## src/rtl/riscv_v_logic_seq_if.sv

```systemverilog
// rtl/riscv_v_logic_seq_if.sv - issue/writeback handshake bundle for the vector logic sequencer
interface riscv_v_logic_seq_if #(
  parameter int VLEN = 128,
  parameter int VL_W = 5
);
  logic            in_valid;
  logic            in_ready;
  logic [1:0]      op;
  logic [VLEN-1:0] vs1;
  logic [VLEN-1:0] vs2;
  logic [VLEN-1:0] vd_old;
  logic [VL_W-1:0] vl;
  logic            flush;
  logic            busy;
  logic            out_valid;
  logic            out_ready;
  logic [VLEN-1:0] vd;

  modport master (
    output in_valid, op, vs1, vs2, vd_old, vl, flush, out_ready,
    input  in_ready, busy, out_valid, vd
  );

  modport slave (
    input  in_valid, op, vs1, vs2, vd_old, vl, flush, out_ready,
    output in_ready, busy, out_valid, vd
  );
endinterface

```

## src/rtl/riscv_v_logic_seq.sv

```systemverilog
// rtl/riscv_v_logic_seq.sv - chunked vand/vor/vxor/vmv sequencer with vl tail-undisturbed merge
module riscv_v_logic_seq #(
  parameter int VLEN       = 128,
  parameter int LANE_WIDTH = 32
) (
  input logic             clk,
  input logic             rst_n,
  riscv_v_logic_seq_if.slave bus
);
  localparam int NUM_CHUNKS = VLEN / LANE_WIDTH;
  localparam int VLMAX      = VLEN / 8;
  localparam int VL_W       = $clog2(VLMAX) + 1;
  localparam int BPC        = LANE_WIDTH / 8;
  localparam int CNT_W      = (NUM_CHUNKS > 1) ? $clog2(NUM_CHUNKS) : 1;

  typedef enum logic [1:0] {S_IDLE, S_BUSY, S_DONE} state_t;

  state_t          state_q, state_d;
  logic [CNT_W-1:0] cnt_q, cnt_d;
  logic [1:0]      op_q, op_d;
  logic [VLEN-1:0] vs1_q, vs1_d;
  logic [VLEN-1:0] vs2_q, vs2_d;
  logic [VLEN-1:0] old_q, old_d;
  logic [VLEN-1:0] vd_q, vd_d;
  logic [VL_W-1:0] vl_q, vl_d;
  logic            in_ready_q, in_ready_d;
  logic            busy_q, busy_d;
  logic            out_valid_q, out_valid_d;

  logic [LANE_WIDTH-1:0] lane_a, lane_b, lane_old, lane_res, lane_out;
  int                    lane_base;

  // Bytes at or beyond vl keep the previous destination value (tail-undisturbed).
  always_comb begin
    lane_base = int'(cnt_q) * LANE_WIDTH;
    lane_a    = vs1_q[lane_base +: LANE_WIDTH];
    lane_b    = vs2_q[lane_base +: LANE_WIDTH];
    lane_old  = old_q[lane_base +: LANE_WIDTH];
    case (op_q)
      2'b00:   lane_res = lane_a & lane_b;
      2'b01:   lane_res = lane_a | lane_b;
      2'b10:   lane_res = lane_a ^ lane_b;
      default: lane_res = lane_a;
    endcase
    lane_out = lane_old;
    for (int b = 0; b < BPC; b++) begin
      if (int'(cnt_q) * BPC + b < int'(vl_q)) begin
        lane_out[b*8 +: 8] = lane_res[b*8 +: 8];
      end
    end
  end

  always_comb begin
    state_d     = state_q;
    cnt_d       = cnt_q;
    op_d        = op_q;
    vs1_d       = vs1_q;
    vs2_d       = vs2_q;
    old_d       = old_q;
    vl_d        = vl_q;
    vd_d        = vd_q;
    in_ready_d  = in_ready_q;
    busy_d      = busy_q;
    out_valid_d = out_valid_q;

    if (bus.flush) begin
      state_d     = S_IDLE;
      cnt_d       = '0;
      in_ready_d  = 1'b1;
      busy_d      = 1'b0;
      out_valid_d = 1'b0;
    end else begin
      case (state_q)
        S_IDLE: begin
          if (bus.in_valid) begin
            state_d    = S_BUSY;
            cnt_d      = '0;
            op_d       = bus.op;
            vs1_d      = bus.vs1;
            vs2_d      = bus.vs2;
            old_d      = bus.vd_old;
            vl_d       = (bus.vl > VL_W'(VLMAX)) ? VL_W'(VLMAX) : bus.vl;
            in_ready_d = 1'b0;
            busy_d     = 1'b1;
          end
        end
        S_BUSY: begin
          vd_d[lane_base +: LANE_WIDTH] = lane_out;
          if (cnt_q == CNT_W'(NUM_CHUNKS - 1)) begin
            state_d     = S_DONE;
            cnt_d       = '0;
            out_valid_d = 1'b1;
          end else begin
            cnt_d = cnt_q + 1'b1;
          end
        end
        S_DONE: begin
          if (bus.out_ready) begin
            state_d     = S_IDLE;
            out_valid_d = 1'b0;
            busy_d      = 1'b0;
            in_ready_d  = 1'b1;
          end
        end
        default: begin
          state_d     = S_IDLE;
          cnt_d       = '0;
          in_ready_d  = 1'b1;
          busy_d      = 1'b0;
          out_valid_d = 1'b0;
        end
      endcase
    end
  end

  always_ff @(posedge clk or negedge rst_n) begin
    if (!rst_n) begin
      state_q     <= S_IDLE;
      cnt_q       <= '0;
      op_q        <= '0;
      vs1_q       <= '0;
      vs2_q       <= '0;
      old_q       <= '0;
      vl_q        <= '0;
      vd_q        <= '0;
      in_ready_q  <= 1'b1;
      busy_q      <= 1'b0;
      out_valid_q <= 1'b0;
    end else begin
      state_q     <= state_d;
      cnt_q       <= cnt_d;
      op_q        <= op_d;
      vs1_q       <= vs1_d;
      vs2_q       <= vs2_d;
      old_q       <= old_d;
      vl_q        <= vl_d;
      vd_q        <= vd_d;
      in_ready_q  <= in_ready_d;
      busy_q      <= busy_d;
      out_valid_q <= out_valid_d;
    end
  end

  assign bus.in_ready  = in_ready_q;
  assign bus.busy      = busy_q;
  assign bus.out_valid = out_valid_q;
  assign bus.vd        = vd_q;
endmodule
```

## src/flat_wrapper.sv

```systemverilog
// flat-port wrapper written by rule: the top's interface ports become plain ports
module riscv_v_logic_seq_flat 
#(
  parameter int VLEN       = 128,
  parameter int LANE_WIDTH = 32
)
  (clk, rst_n, bus_in_valid, bus_op, bus_vs1, bus_vs2, bus_vd_old, bus_vl, bus_flush, bus_out_ready, bus_in_ready, bus_busy, bus_out_valid, bus_vd);
  riscv_v_logic_seq_if #(.VLEN(VLEN)) bus_i ();
  input logic clk;
  input logic rst_n;
  input wire logic [$bits(bus_i.in_valid)-1:0] bus_in_valid;
  input wire logic [$bits(bus_i.op)-1:0] bus_op;
  input wire logic [$bits(bus_i.vs1)-1:0] bus_vs1;
  input wire logic [$bits(bus_i.vs2)-1:0] bus_vs2;
  input wire logic [$bits(bus_i.vd_old)-1:0] bus_vd_old;
  input wire logic [$bits(bus_i.vl)-1:0] bus_vl;
  input wire logic [$bits(bus_i.flush)-1:0] bus_flush;
  input wire logic [$bits(bus_i.out_ready)-1:0] bus_out_ready;
  output wire logic [$bits(bus_i.in_ready)-1:0] bus_in_ready;
  output wire logic [$bits(bus_i.busy)-1:0] bus_busy;
  output wire logic [$bits(bus_i.out_valid)-1:0] bus_out_valid;
  output wire logic [$bits(bus_i.vd)-1:0] bus_vd;
  assign bus_i.in_valid = bus_in_valid;
  assign bus_i.op = bus_op;
  assign bus_i.vs1 = bus_vs1;
  assign bus_i.vs2 = bus_vs2;
  assign bus_i.vd_old = bus_vd_old;
  assign bus_i.vl = bus_vl;
  assign bus_i.flush = bus_flush;
  assign bus_i.out_ready = bus_out_ready;
  assign bus_in_ready = bus_i.in_ready;
  assign bus_busy = bus_i.busy;
  assign bus_out_valid = bus_i.out_valid;
  assign bus_vd = bus_i.vd;
  riscv_v_logic_seq #(.VLEN(VLEN), .LANE_WIDTH(LANE_WIDTH)) u_core (.clk(clk), .rst_n(rst_n), .bus(bus_i));
endmodule
```

## config.mk

```make
export PLATFORM = sky130hd
export DESIGN_NAME = riscv_v_logic_seq_flat
export DESIGN_NICKNAME = d
export VERILOG_FILES = /design/src/rtl/riscv_v_logic_seq_if.sv /design/src/rtl/riscv_v_logic_seq.sv /design/src/flat_wrapper.sv
export SDC_FILE = /design/constraint.sdc
export NUM_CORES = 1
export LEC_CHECK = 0
export ABC_CLOCK_PERIOD_IN_PS = 5650
export BUFFER_PORTS_ARGS = -buffer_cell sky130_fd_sc_hd__buf_2
export CORE_MARGIN = 1
export CORE_UTILIZATION = 61
export CTS_BUF_LIST = sky130_fd_sc_hd__clkbuf_4 sky130_fd_sc_hd__clkbuf_8
export DETAILED_ROUTE_END_ITERATION = 7
export PLACE_DENSITY = 0.91
export RECOVER_POWER = 25
export SLEW_MARGIN = 5
export SYNTH_ARGS = -nofsm -noshare
export SYNTH_HDL_FRONTEND = slang
export SYNTH_SLANG_ARGS = --single-unit
```

## constraint.sdc

```tcl
create_clock -name clk -period 5.65 [get_ports clk]
set_input_delay 0 -clock clk [delete_from_list [all_inputs] [get_ports clk]]
set_output_delay 0 -clock clk [all_outputs]
set_load 0.005 [all_outputs]
```

==> impl_metrics.json, run 1 <==
{
  "cts_root_buf": "clkbuf_8",
  "yosys.area.top_type": "dfrtp_1",
  "status": "aborted with a tool error",
  "synth_edf_count": 0,
  "ys_warn_count": 0,
  "grt_max_degree": 250,
  "syn_inst": 2629,
  "rows": 73,
  "grt_pass1_vias": 28526,
  "ys_ff_latch": 526,
  "grt_first_pass_wirelength_um": 175000,
  "io_pins": 527,
  "synth_top_area_share_pct": 53.2,
  "dominantRegCellSynth": "dfrtp_1",
  "yosysSeqAreaShare_pct": 53.3,
  "hpwl_um": 54000,
  "pre_cts_slack_ns": 2.12,
  "cts_setup_buffers": 0,
  "grt_use_total_pct": 59.5,
  "port_buffers": 526,
  "ys_types": 49,
  "die_height_um": 203,
  "stop_error": "[ERROR GRT-0116] Global routing finished with congestion. Check the congestion regions in the DRC Viewer.",
  "overflow": 15,
  "clock_sinks": 526,
  "initial_utilization_pct": 62.0,
  "htreeDepth": 3,
  "synth.area.top_cells": "dfrtp_1 (53%), nand2_1 (20%), mux4_2 (7.0%)",
  "avgSynthCellArea_um2": 9.39,
  "gp_congestion": 0.955,
  "synth_nets": 3098,
  "failed_stage": "global routing (5_1_grt)",
  "clockBufferDepth": 3,
  "syn_area_mm2": 0.0247,
  "cts_buffers": 85,
  "async_flop_share_pct": 100,
  "die_w_um": 203
}
[routing by layer]
metal / global-route usage (%) / overflow
met5: 7.26 / 1
met4: 52.7 / 3
met3: 36.8 / 0
met2: 81.2 / 11
met1: 63.3 / 0
[stage by stage]
stage	cells	util [%]	cell area, um2
2_1_floorplan	2629	-	24700
3_3_place_gp	3537	68.8	27400
3_5_place_dp	3537	68.8	27400
4_1_cts	4084	83.3	33200
[synth_stat cells (3+ instances only)]
cell type	count
nor2b_1	20
o31a_1	4
mux2i_1	18
nor2_1	24
a2bb2oi_1	5
buf_1	3
buf_2	87
o21ai_2	7
nand2b_1	8
nand3_1	11
a21oi_2	16
ha_1	73
o21ai_1	37
mux4_1	3
dfrtp_1	525
buf_6	7
o21ai_0	96
a22o_1	44
a211oi_1	17
inv_1	73
clkbuf_1	58
nand3b_1	5
buf_12	3
nand2_1	1286
nor3_1	21
and3_1	3
mux4_2	77
a21oi_1	33
o31ai_2	3
buf_4	6
mux2_2	23
o211ai_1	6
o22ai_1	8
[timing repair]
action / 4_1_cts
hold buffers: 400
endpoints found under the hold margin: 523
gates resized for setup: 0
[kinds of logic after synthesis]
logic type	synth area share, %
buf+inv	4.61
flops	53.3
mux	9.17
simple gates	21.8
compound gates	7.40
fa+ha+maj	3.70
==> inputs of run 2 (changes only) <==
CORE_UTILIZATION = 40   (was 61)
CTS_BUF_LIST = not set   (was sky130_fd_sc_hd__clkbuf_4 sky130_fd_sc_hd__clkbuf_8)
PLACE_DENSITY = not set   (was 0.91)
PLACE_DENSITY_LB_ADDON = 0.15   (was not set)
==> impl_metrics.json, run 2 <==
{
  "status": "finished with violations",
  "violations": "capacitance limit, slew limit",
  "tightest_slew_ns": 3.80,
  "via_per_inst": 5.19,
  "slew_headroom_pct": -154,
  "yosys.area.top_type": "dfrtp_1",
  "fillers": 5205,
  "use_met1_pct": 37.0,
  "drc": 0,
  "worstSetupPathType": "input port to async pin",
  "hpwl_um": 61600,
  "cts_buffers": 58,
  "clock_sinks": 526,
  "comb_power_share_pct": 22.5,
  "required_ns": 5.23,
  "synth_most_common_cell": "nand2_1",
  "cts_root_buf": "clkbuf_16",
  "max-cap-violations": 3,
  "switching_share_pct": 30.5,
  "grt_use_total_pct": 29.3,
  "clockBufferDepth": 3,
  "grt_pass1_vias": 23320,
  "p_leak_uw": 0.0174,
  "die_w_um": 250,
  "fin_ws_ns": 1.80,
  "syn2layout_area_growth_pct": 36.7,
  "vdd_drop_max_mv": 0.220,
  "dr.pass1.iters": 8,
  "ys_warn_count": 0,
  "endpoint_kind": "async pin",
  "hold_path_class": "input port to async pin",
  "worstPathArrival_ns": 3.43,
  "gp_congestion": 0.869,
  "timing_hold_violations_final": 0,
  "coreArea_mm2": 0.0607,
  "yosysSeqAreaShare_pct": 53.3,
  "async_flop_share_pct": 100,
  "wl_um": 91600,
  "grt_setup_unrepaired": "no",
  "multi_input_area_mm2": 0.0104,
  "max_freq_ghz": 0.259,
  "ys_top_cells_by_count": "nand2_1 (1286), dfrtp_1 (525), o21ai_0 (96)",
  "synth_edf_count": 0,
  "cts_resized": 0,
  "routedWlPerCell_um": 21.3,
  "dominantRegCellSynth": "dfrtp_1",
  "p_sw_uw": 3460,
  "synth_top_area_share_pct": 53.2,
  "overflow": 0,
  "synth_nets": 3098,
  "final_nets": 3938,
  "drt-initial-drc-count": 1625,
  "grt_first_pass_wirelength_um": 139000,
  "drive_above_1_share_pct": 22.4,
  "ys_types": 49,
  "grtUsageMet2_pct": 48.4,
  "die_area_mm2": 0.0627,
  "setup_viol": 0,
  "pre_cts_slack_ns": 1.91,
  "vias": 22340,
  "avgSynthCellArea_um2": 9.39,
  "clock_power_share_pct": 35.8,
  "finalMaxSlewViolations": 282,
  "cts_tree": "built",
  "crit_fanout": 67,
  "port_buffers": 526,
  "layout_common_cells": "nand2_1 (1283), buf_2 (525), dfrtp_1 (521), dlygate4sd3_1 (396), o21ai_0 (96)",
  "ys_ff_latch": 526,
  "die_height_um": 250,
  "fin_worst_skew_ns": 0.0166,
  "layout.area.seq_mm2": 0.0132,
  "syn_area_mm2": 0.0247,
  "final_common_cell": "nand2_1",
  "grt_max_degree": 241,
  "period_share_pct": 68.2,
  "cts_setup_buffers": 0,
  "internal-power_uw": 7880,
  "globalRoute.busiestLayer": "met2",
  "use_met3_pct": 4.61,
  "clkTransAtPathRegs_ns": 0.06,
  "fin_crit_ns": 3.85,
  "clock_latency_ns": 0.61,
  "p_seq_share_pct": 41.6,
  "synth.area.top_cells": "dfrtp_1 (53%), nand2_1 (20%), mux4_2 (7.0%)",
  "io_pins": 527,
  "rows": 90,
  "antenna_found_initial": 6,
  "p_per_area_mw_per_mm2": 336,
  "htreeDepth": 2,
  "start_kind": "input port",
  "tns_ns": 0,
  "initial_utilization_pct": 40.7,
  "final_antenna_net_count": 0,
  "syn_inst": 2629
}
## run 2: cell counts after synthesis
Identical to the previous run, type by type.
## run 2: path summary, 6_finish.rpt
kind / from / endpoint / slack, ns / depth (start not counted)
min reg2reg: u_core.vs2_q[6]$_DFFE_PN0P_ / u_core.vs2_q[6]$_DFFE_PN0P_ / 0.47 / 2
max in group clk: u_core.cnt_q[0]$_DFFE_PN0P_ / u_core.bus.vd[22]$_DFFE_PN0P_ / 1.93 / 9
min in group clk: bus_vs1[113] / u_core.vs1_q[113]$_DFFE_PN0P_ / 0.10 / 4
max reg2reg: u_core.cnt_q[0]$_DFFE_PN0P_ / u_core.bus.vd[22]$_DFFE_PN0P_ / 1.93 / 9
min: rst_n / u_core.old_q[95]$_DFFE_PN0P_ / 0.07 / 3
max: rst_n / u_core.op_q[0]$_DFFE_PN0P_ / 1.80 / 3
## run 2: metal layers
layer / share of wire [%] / routed length [um] / vias up
li1: - / - / 10203
met1: 41 / 37700 / 10952
met2: 48 / 44100 / 913
met3: 5.2 / 4780 / 272
met4: 5.5 / 5000 / 0
met5: 0 / 0 / -
## run 2: final cells by class
class                      instances  area share (%)
clock buffer                      92            5.43
clock inverter                    15           0.697
tap                              782            2.90
multi-input combinational       1865            30.9
sequential                       526            39.0
timing repair buffer             945            20.2
inverter                          73           0.812
antenna                            6          0.0445
## run 2: worst max-delay path: stages
cell and delay (ns):
dlygate4sd3_1 0.56, buf_8 0.16, clkbuf_1 2.64
## run 2: cell families after synthesis
group | count (synthesis) | synth area share (%)
AND/OR/NAND/NOR | 1388 | 21.8
flip-flops | 526 | 53.3
AO/OA/AOI/OAI | 282 | 7.40
buffers and inverters | 238 | 4.61
multiplexers | 122 | 9.17
adder cells (fa/ha/maj) | 73 | 3.70
## run 2: timing repair
action / 4_1_cts / 5_1_grt
hold buffers: 397 / 0
endpoints found under the hold margin: 467 / 0
setup endpoints to repair: 0 / 0
## run 2: power by group through the flow
stage	Clock (uW)	Combinational [uW]	Sequential [uW]
2_1_floorplan	0	1430	4610
3_3_place_gp	0	2270	4760
3_5_place_dp	0	2330	4770
4_1_cts	4130	2560	4710
5_1_grt	4280	2810	4780
6_report	4060	2550	4720
## run 2: per-stage QoR
step,hold WS (ns),util (%),std cells,cell area (um2),total power [uW]
6_report,0.0693,55.6,4304,33800,11300
4_1_cts,0.0539,55.7,4298,33800,11400
5_1_grt,0.0947,55.6,4304,33800,11900
2_1_floorplan,-0.296,-,2629,24700,6050
3_3_place_gp,0.000769,45.7,3794,27700,7020
3_5_place_dp,0.00438,45.7,3794,27700,7110
No activity file was read; power rests on OpenSTA's default activity.
